==> config.mk <==
export PLATFORM = sky130hd
export DESIGN_NAME = execute_out_buffer
export DESIGN_NICKNAME = d
export VERILOG_FILES = /design/src/rtl/execute_out_buffer.sv
export SDC_FILE = /design/constraint.sdc
export NUM_CORES = 1
export LEC_CHECK = 0
export ABC_CLOCK_PERIOD_IN_PS = 8300
export BUFFER_PORTS_ARGS = -buffer_cell sky130_fd_sc_hd__buf_4
export CAP_MARGIN = 20
export CORE_ASPECT_RATIO = 1.5
export CORE_MARGIN = 2
export CORE_UTILIZATION = 55
export CTS_BUF_LIST = sky130_fd_sc_hd__clkbuf_8 sky130_fd_sc_hd__clkbuf_16
export CTS_CLUSTER_DIAMETER = 150
export CTS_CLUSTER_SIZE = 8
export DETAILED_ROUTE_END_ITERATION = 10
export PLACE_DENSITY = 0.75
export SLEW_MARGIN = 25
export SYNTH_ARGS = -nofsm -noshare
export SYNTH_HDL_FRONTEND = slang
export SYNTH_SLANG_ARGS = --single-unit
==> constraint.sdc <==
create_clock -name clock -period 8.3 [get_ports clock]
set_clock_uncertainty 0.15 [all_clocks]
set_input_delay 0.415 -clock clock [delete_from_list [all_inputs] [get_ports clock]]
set_output_delay 0.415 -clock clock [all_outputs]
set_load 0.05 [all_outputs]
==> src/rtl/execute_out_buffer.sv <==
// ---------------------------------------------------------------------------
// execute_out_buffer
//
// Purpose: small first-word-fall-through FIFO that captures the execute
// stage result bundle (instruction, ALU result, PC, memory data, control
// and register fields) and hands it to the next stage with a valid/ready
// handshake. Captures arriving while the buffer is full and no entry is
// leaving are dropped, and a sticky overflow flag records the loss.
//
// Optional feature: define EXECUTE_OUT_BUFFER_DROP_CNT_EN to add an 8-bit
// saturating drop_count output. It counts dropped captures and clears on
// reset or flush.
//
// Parameters:
//   DATA_W : width of IR_exec, aluout, pcout and M_data
//   REG_W  : width of sr1, sr2 and dr
//   DEPTH  : number of entries, a power of two and at least 2
//
// Ports:
//   clock, reset          rising-edge clock, asynchronous active-high reset
//   enable_execute        capture request from the execute stage
//   IR_exec .. NZP        field bundle to capture
//   flush                 synchronous discard of all entries
//   out_ready             downstream accepts the head entry
//   out_valid             head entry present (equals !empty)
//   out_*                 head entry fields, all zero while empty
//   count, full, empty    occupancy
//   overflow              sticky flag, set when a capture is dropped
//   drop_count            dropped-capture count (macro builds only)
// ---------------------------------------------------------------------------
module execute_out_buffer #(
    parameter int DATA_W = 16,
    parameter int REG_W  = 3,
    parameter int DEPTH  = 4
) (
    input  logic                         clock,
    input  logic                         reset,
    input  logic                         enable_execute,
    input  logic [DATA_W-1:0]            IR_exec,
    input  logic [DATA_W-1:0]            aluout,
    input  logic [DATA_W-1:0]            pcout,
    input  logic [DATA_W-1:0]            M_data,
    input  logic [1:0]                   W_control_out,
    input  logic                         Mem_control_out,
    input  logic [REG_W-1:0]             sr1,
    input  logic [REG_W-1:0]             sr2,
    input  logic [REG_W-1:0]             dr,
    input  logic [2:0]                   NZP,
    input  logic                         flush,
    input  logic                         out_ready,
    output logic                         out_valid,
    output logic [DATA_W-1:0]            out_IR_exec,
    output logic [DATA_W-1:0]            out_aluout,
    output logic [DATA_W-1:0]            out_pcout,
    output logic [DATA_W-1:0]            out_M_data,
    output logic [1:0]                   out_W_control_out,
    output logic                         out_Mem_control_out,
    output logic [REG_W-1:0]             out_sr1,
    output logic [REG_W-1:0]             out_sr2,
    output logic [REG_W-1:0]             out_dr,
    output logic [2:0]                   out_NZP,
    output logic [$clog2(DEPTH):0]       count,
    output logic                         full,
    output logic                         empty,
    output logic                         overflow
`ifdef EXECUTE_OUT_BUFFER_DROP_CNT_EN
    ,
    output logic [7:0]                   drop_count
`endif
);

    localparam int PTR_W = $clog2(DEPTH);
    localparam int CNT_W = PTR_W + 1;
    localparam logic [CNT_W-1:0] FULL_CNT = CNT_W'(DEPTH);

    typedef struct packed {
        logic [DATA_W-1:0] ir_exec;
        logic [DATA_W-1:0] aluout;
        logic [DATA_W-1:0] pcout;
        logic [DATA_W-1:0] m_data;
        logic [1:0]        w_control;
        logic              mem_control;
        logic [REG_W-1:0]  sr1;
        logic [REG_W-1:0]  sr2;
        logic [REG_W-1:0]  dr;
        logic [2:0]        nzp;
    } entry_t;

    // Storage is not reset: pointers and count alone define what is valid.
    entry_t              mem_q [DEPTH];

    logic [PTR_W-1:0]    wr_ptr_q, wr_ptr_d;
    logic [PTR_W-1:0]    rd_ptr_q, rd_ptr_d;
    logic [CNT_W-1:0]    count_q,  count_d;
    logic                overflow_q, overflow_d;

    logic                push;
    logic                pop;
    logic                drop;
    entry_t              wr_entry;
    entry_t              head_entry;

    assign empty     = (count_q == '0);
    assign full      = (count_q == FULL_CNT);
    assign out_valid = !empty;
    assign count     = count_q;
    assign overflow  = overflow_q;

    // Flush wins over both handshakes; a pop frees a slot for a push in
    // the same cycle, so a full buffer can still accept while draining.
    assign pop  = out_valid && out_ready && !flush;
    assign push = enable_execute && !flush && (!full || pop);
    assign drop = enable_execute && !flush && full && !pop;

    always_comb begin
        wr_entry             = '0;
        wr_entry.ir_exec     = IR_exec;
        wr_entry.aluout      = aluout;
        wr_entry.pcout       = pcout;
        wr_entry.m_data      = M_data;
        wr_entry.w_control   = W_control_out;
        wr_entry.mem_control = Mem_control_out;
        wr_entry.sr1         = sr1;
        wr_entry.sr2         = sr2;
        wr_entry.dr          = dr;
        wr_entry.nzp         = NZP;
    end

    always_ff @(posedge clock) begin
        if (push) begin
            mem_q[wr_ptr_q] <= wr_entry;
        end
    end

    // Pointers wrap naturally because DEPTH is a power of two.
    always_comb begin
        wr_ptr_d   = wr_ptr_q;
        rd_ptr_d   = rd_ptr_q;
        count_d    = count_q;
        overflow_d = overflow_q;
        if (flush) begin
            wr_ptr_d   = '0;
            rd_ptr_d   = '0;
            count_d    = '0;
            overflow_d = 1'b0;
        end else begin
            if (push) begin
                wr_ptr_d = wr_ptr_q + 1'b1;
            end
            if (pop) begin
                rd_ptr_d = rd_ptr_q + 1'b1;
            end
            case ({push, pop})
                2'b10:   count_d = count_q + 1'b1;
                2'b01:   count_d = count_q - 1'b1;
                default: count_d = count_q;
            endcase
            if (drop) begin
                overflow_d = 1'b1;
            end
        end
    end

    always_ff @(posedge clock or posedge reset) begin
        if (reset) begin
            wr_ptr_q   <= '0;
            rd_ptr_q   <= '0;
            count_q    <= '0;
            overflow_q <= 1'b0;
        end else begin
            wr_ptr_q   <= wr_ptr_d;
            rd_ptr_q   <= rd_ptr_d;
            count_q    <= count_d;
            overflow_q <= overflow_d;
        end
    end

    // Head entry falls through combinationally; masked to zero while empty
    // so stale storage never appears on the outputs.
    always_comb begin
        head_entry = '0;
        if (out_valid) begin
            head_entry = mem_q[rd_ptr_q];
        end
    end

    assign out_IR_exec         = head_entry.ir_exec;
    assign out_aluout          = head_entry.aluout;
    assign out_pcout           = head_entry.pcout;
    assign out_M_data          = head_entry.m_data;
    assign out_W_control_out   = head_entry.w_control;
    assign out_Mem_control_out = head_entry.mem_control;
    assign out_sr1             = head_entry.sr1;
    assign out_sr2             = head_entry.sr2;
    assign out_dr              = head_entry.dr;
    assign out_NZP             = head_entry.nzp;

`ifdef EXECUTE_OUT_BUFFER_DROP_CNT_EN
    logic [7:0] drop_count_q, drop_count_d;

    always_comb begin
        drop_count_d = drop_count_q;
        if (flush) begin
            drop_count_d = '0;
        end else if (drop && (drop_count_q != 8'hFF)) begin
            drop_count_d = drop_count_q + 8'd1;
        end
    end

    always_ff @(posedge clock or posedge reset) begin
        if (reset) begin
            drop_count_q <= '0;
        end else begin
            drop_count_q <= drop_count_d;
        end
    end

    assign drop_count = drop_count_q;
`endif

endmodule

**Word level (Yosys, flattened, before mapping)**

Memory sizes are Yosys's and may differ from the RTL's.
Index checks and enable logic that the tools add are counted.

- Bits in registers: 8
- Bits in writable memories: 316
- Bits of input ports: 84
- Output and inout port bits: 86
- Word-level logic and storage cells: 39
- Memories: 1

Memories:

| name | words | width | read ports | clocked after memory_dff | write ports | RTL line | RTL |
|---|---|---|---|---|---|---|---|
| mem_q | 4 | 79 | 1 | 0 | 1 | 90 | `entry_t mem_q [DEPTH];` |

- Add/subtract/negate cells: 4
- Eq/ne operators: 3
- Multiplexer cells: 11
- Reduce and logical (&&, ||, !) cells: 16

Operator list:

| kind | count |
|---|---|
| $mux 79 | 1 |
| $mux 2 | 4 |
| $logic_and 1x1->1 | 6 |
| $pmux 3 s2 | 1 |
| $reduce_bool 2->1 | 3 |
| $add 2x1->2 const B | 2 |
| $logic_not 1->1 | 4 |
| $mux 1 | 4 |
| $add 3x1->3 const B | 1 |
| $eq 3x3->1 const B | 1 |
| $logic_not 3->1 | 1 |
| $mux 3 | 1 |
| $reduce_bool 3->1 | 1 |
| $sub 3x1->3 const B | 1 |
| $eq 2x1->1 const B | 1 |
| $eq 2x2->1 const B | 1 |
| $logic_or 1x1->1 | 1 |

**Logic depth before layout (Yosys ltp)**

- Word-level depth: 9
- Mapped depth: 7
- Depth with buffers taken out: 6

**Worst setup path after synthesis**

Ideal clock, no wire load.

- Path kind: register to register
- Start: reg count_q[0], in the netlist count[0]
- End: mem mem_q[0][0] in the netlist's numbering, enable pin
- Library setup time: 630 ps
- Arrival: 6,994 ps
- Data required time: 7,520 ps
- Slack: 527 ps
- Stages on the path, launching flop included: 5
- Buffers on the path: 1
- Period minus slack after synthesis: 7,773 ps
- Cells stage by stage: dfrtp_1 -> buf_4 -> or3b_1 -> o21ai_0 -> nor3b_1

- Word-level cells in the longest chain between the ends: 8
- Elaborated cells between the ends (all ways): 10
- Classes of those cells: eq/ne: 1; mux: 2; reduce/logical: 7

RTL lines:

| what | RTL line | RTL |
|---|---|---|
| start: declaration | 94 | `logic [CNT_W-1:0] count_q, count_d;` |
| start signal: assignment | 173 | `count_q <= count_d;` |
| $logic_not 3->1 | 103 | `assign empty = (count_q == '0);` |
| $logic_not 1->1 | 105 | `assign out_valid = !empty;` |
| $logic_and 1x1->1 (2 in series) | 111 | `assign pop = out_valid && out_ready && !flush;` |
| $logic_or 1x1->1 (*) | 112 | `assign push = enable_execute && !flush && (!full \|\| pop);` |
| $logic_and 1x1->1 (*) | 112 |  |
| $mux 1 (*) | 130 | `if (push) begin` |
| $mux 1 (implied by the code) (*) | 131 | `mem_q[wr_ptr_q] <= wr_entry;` |
| end: declaration | 90 |  |

Mark *: on every way between the ends. The rest lies on a longest branch, timed or not.

**Worst setup path after layout**

- Start: reg rd_ptr_q[0]
- End: out out_pcout[2]

- Word-level cells in the longest chain between the ends: 2

RTL lines:

| what | RTL line | RTL |
|---|---|---|
| start: declaration | 93 | `logic [PTR_W-1:0] rd_ptr_q, rd_ptr_d;` |
| start signal: assignment | 172 | `rd_ptr_q <= rd_ptr_d;` |
| $mem_v2 4x79 | -- |  |
| $mux 79 | 182 | `if (out_valid) begin` |
| end: declaration | 54 | `output logic [DATA_W-1:0] out_pcout,` |

Every way passes these cells.

==> reports/metrics.yaml <==
status: "finished, final reports clean"
synth_warnings: 0
synth_edf_count: 316
yosysMostFrequentCell: "edfxtp_1"
yosysSeqAreaShare: 0.774
io_pins: 170
htree_levels: 2
setup_violations: 0
routed_wl_mm: 24.7
root_buffer: "clkbuf_16"
core_mm2: 0.0224
critPathMaxStageDelay_ns: 0.79
cap_violations: 0
path_cells: "buf_4 -> mux4_2 -> and2_1 -> buf_4"
syn_inst: 569
synth_nets: 658
tns_ns: 0
fmax_mhz: 285
clockBufferDepth: 3
critPathSlowestCell: "dfrtp_4"
synth_area_leaders: "edfxtp_1, mux4_2, and2_1, dfrtp_1, buf_4"
ys.flop_type: "edfxtp_1"
cp_max_fo: 32
hpwl_mm: 13.7
ant_nets: 0
rsz0062_at_grt: "no"
power_density_mw_per_mm2: 260
place_congestion: 0.716
grt_overflow_total: 0
yosysTopAreaCell: "edfxtp_1"
numPortBuffers: 169
synth_top_area_frac: 0.758
drt_iter0_drc: 462
worst_setup_path_start_kind: "flop"
die_h_um: 189
clkTransAtPathRegs_ns: 0.05
vias: 6437
viasPerCell: 5.65
diodes: 0
die_w_um: 127
ir_worst_vdd_mv: 0.214
final_util: 0.725
first_pass_iters: 5
synth_seq_cells: 324
syn_area_per_cell_um2: 22.0
nNetsFinal: 933
fp.dieArea_mm2: 0.0240
ys_types: 37
grt_pass1_wl_mm: 38.6
arrival_ns: 2.94
dpl_cell_area_mm2: 0.0141
setup_ws_ns: 4.79
synthArstFlopShare: 0.0247
max_slew_margin: 0.448
period_share: 0.422
pre_cts_ws_ns: 4.88
p_leak_nw: 5.73
hold_class: "in2reg"
finalHoldViolCount: 0
cts.sinks: 324
worst_slew_pin_slew_ns: 0.829
crit_type: "reg2out"
numCtsBuffers: 46
avgRoutedWirePerCell_um: 21.7
cp_common_cell: "buf_4"
initial_core_util: 0.559
grt_pass1_vias: 7248
stdcell_area_mm2: 0.0162
required_ns: 7.74
antenna_found_initial: 0
drc_errors: 0
grt_use_total: 0.210
areaGrowthSynthToFinish_pct: 29.7
drive_gt1_frac: 0.367
synth_area_mm2: 0.0125
grt_max_degree: 77
whs_ns: 0.0595
slew_violations: 0
rows: 67
synthTopCellsByCount: "edfxtp_1, and2_1, mux4_2"
cts_tree: "done"
clock_latency_ns: 0.51
nFillCells: 1307
cp-end-kind: "output port"
post-route-min-period_ns: 3.51
-- area by class of cell --
type / count / area (um2) / area share
clock buffer: 49 / 1230 / 0.0755
clock inverter: 19 / 97.6 / 0.00601
inverter: 7 / 26.3 / 0.00162
multi-input combinational: 206 / 2660 / 0.164
sequential: 324 / 9700 / 0.597
tap: 276 / 345 / 0.0213
timing repair buffer: 259 / 2180 / 0.135
-- through the flow --
step,std cells,power [mW]
after floorplan,569,2.35
after global placement,990,2.53
after detailed placement,991,2.55
after CTS,1139,4.26
after global routing,1140,4.36
final,1140,4.23
-- path summary, 6_finish.rpt --
path,start,to,slack (ns),depth (start not counted)
min in group asynchronous,reset,count[2]$_DFFE_PP0P_,0.28,3
worst min register to register,overflow$_DFFE_PP0P_,overflow$_DFFE_PP0P_,0.36,2
worst max-delay path,rd_ptr_q[0]$_DFFE_PP0P_,out_pcout[2],4.79,4
worst min-delay path,flush,rd_ptr_q[0]$_DFFE_PP0P_,0.06,2
max in group asynchronous,reset,rd_ptr_q[1]$_DFFE_PP0P_,7.44,3
worst max register to register,count[0]$_DFFE_PP0P_,mem_q[0][15]$_DFFE_PP_,5.34,4
-- sequential cells by signal (all words and copies together) (netlist names) --
signal,cells
mem_q,316
wr_ptr_q,2
overflow,1
count,3
rd_ptr_q,2
-- cells by family after synthesis --
group                    Yosys count  synth area share
flip-flops                       324             0.774
AO/OA/AOI/OAI                     12           0.00700
AND/OR/NAND/NOR                  104            0.0510
adder cells (fa/ha/maj)            5           0.00560
buffers and inverters             39            0.0156
multiplexers                      81             0.144
XOR/XNOR                           4           0.00280
-- routing by layer --
| metal | part of all wire | up-vias | routed length [um] | global-route usage |
|---|---|---|---|---|
| met5 | 0 | - | 0 | 0 |
| met4 | 0.025 | 0 | 606 | 0.0765 |
| met3 | 0.042 | 55 | 1050 | 0.0358 |
| met2 | 0.55 | 200 | 13600 | 0.380 |
| met1 | 0.38 | 3333 | 9490 | 0.254 |
| li1 | - | 2849 | - | - |
-- where the power goes --
part	leakage (nW)	switching, mW	internal, mW	total [mW]
sequential	2.97	0.0285	1.85	1.88
clock	0.714	0.615	1.06	1.68
combinational	2.04	0.407	0.259	0.666
-- critical path: cells and delay by family (launching register included) --
kind | cells | cell delay (ns)
buffers and inverters | 2 | 0.80
and+or+nand+nor | 1 | 0.18
muxes | 1 | 0.61
DFF | 1 | 0.79
-- timing repair --
action / CTS / global route
hold buffers: 80 / 0
endpoints found under the hold margin: 324 / 0
resized for setup: 0 / 0
buffers inserted: 0 / 0
-- cells in the final DEF (no fill, tap or decap), types with 2 or more instances in the layout --
| cell | Yosys | routed |
|---|---|---|
| a31oi_1 | 2 | 2 |
| and2_1 | 79 | 79 |
| buf_4 | 10 | 175 |
| buf_6 | 0 | 2 |
| clkbuf_16 | 0 | 49 |
| dfrtp_1 | 8 | 6 |
| dfrtp_4 | 0 | 2 |
| dlygate4sd3_1 | 0 | 80 |
| edfxtp_1 | 316 | 316 |
| ha_1 | 4 | 4 |
| inv_1 | 7 | 25 |
| mux4_2 | 79 | 79 |
| nand2b_1 | 3 | 3 |
| nand3_1 | 2 | 2 |
| nor2_1 | 7 | 7 |
| nor3b_2 | 0 | 4 |
| o2111ai_1 | 2 | 2 |
| xor2_1 | 3 | 3 |
Power figures use the tool's default switching activity.
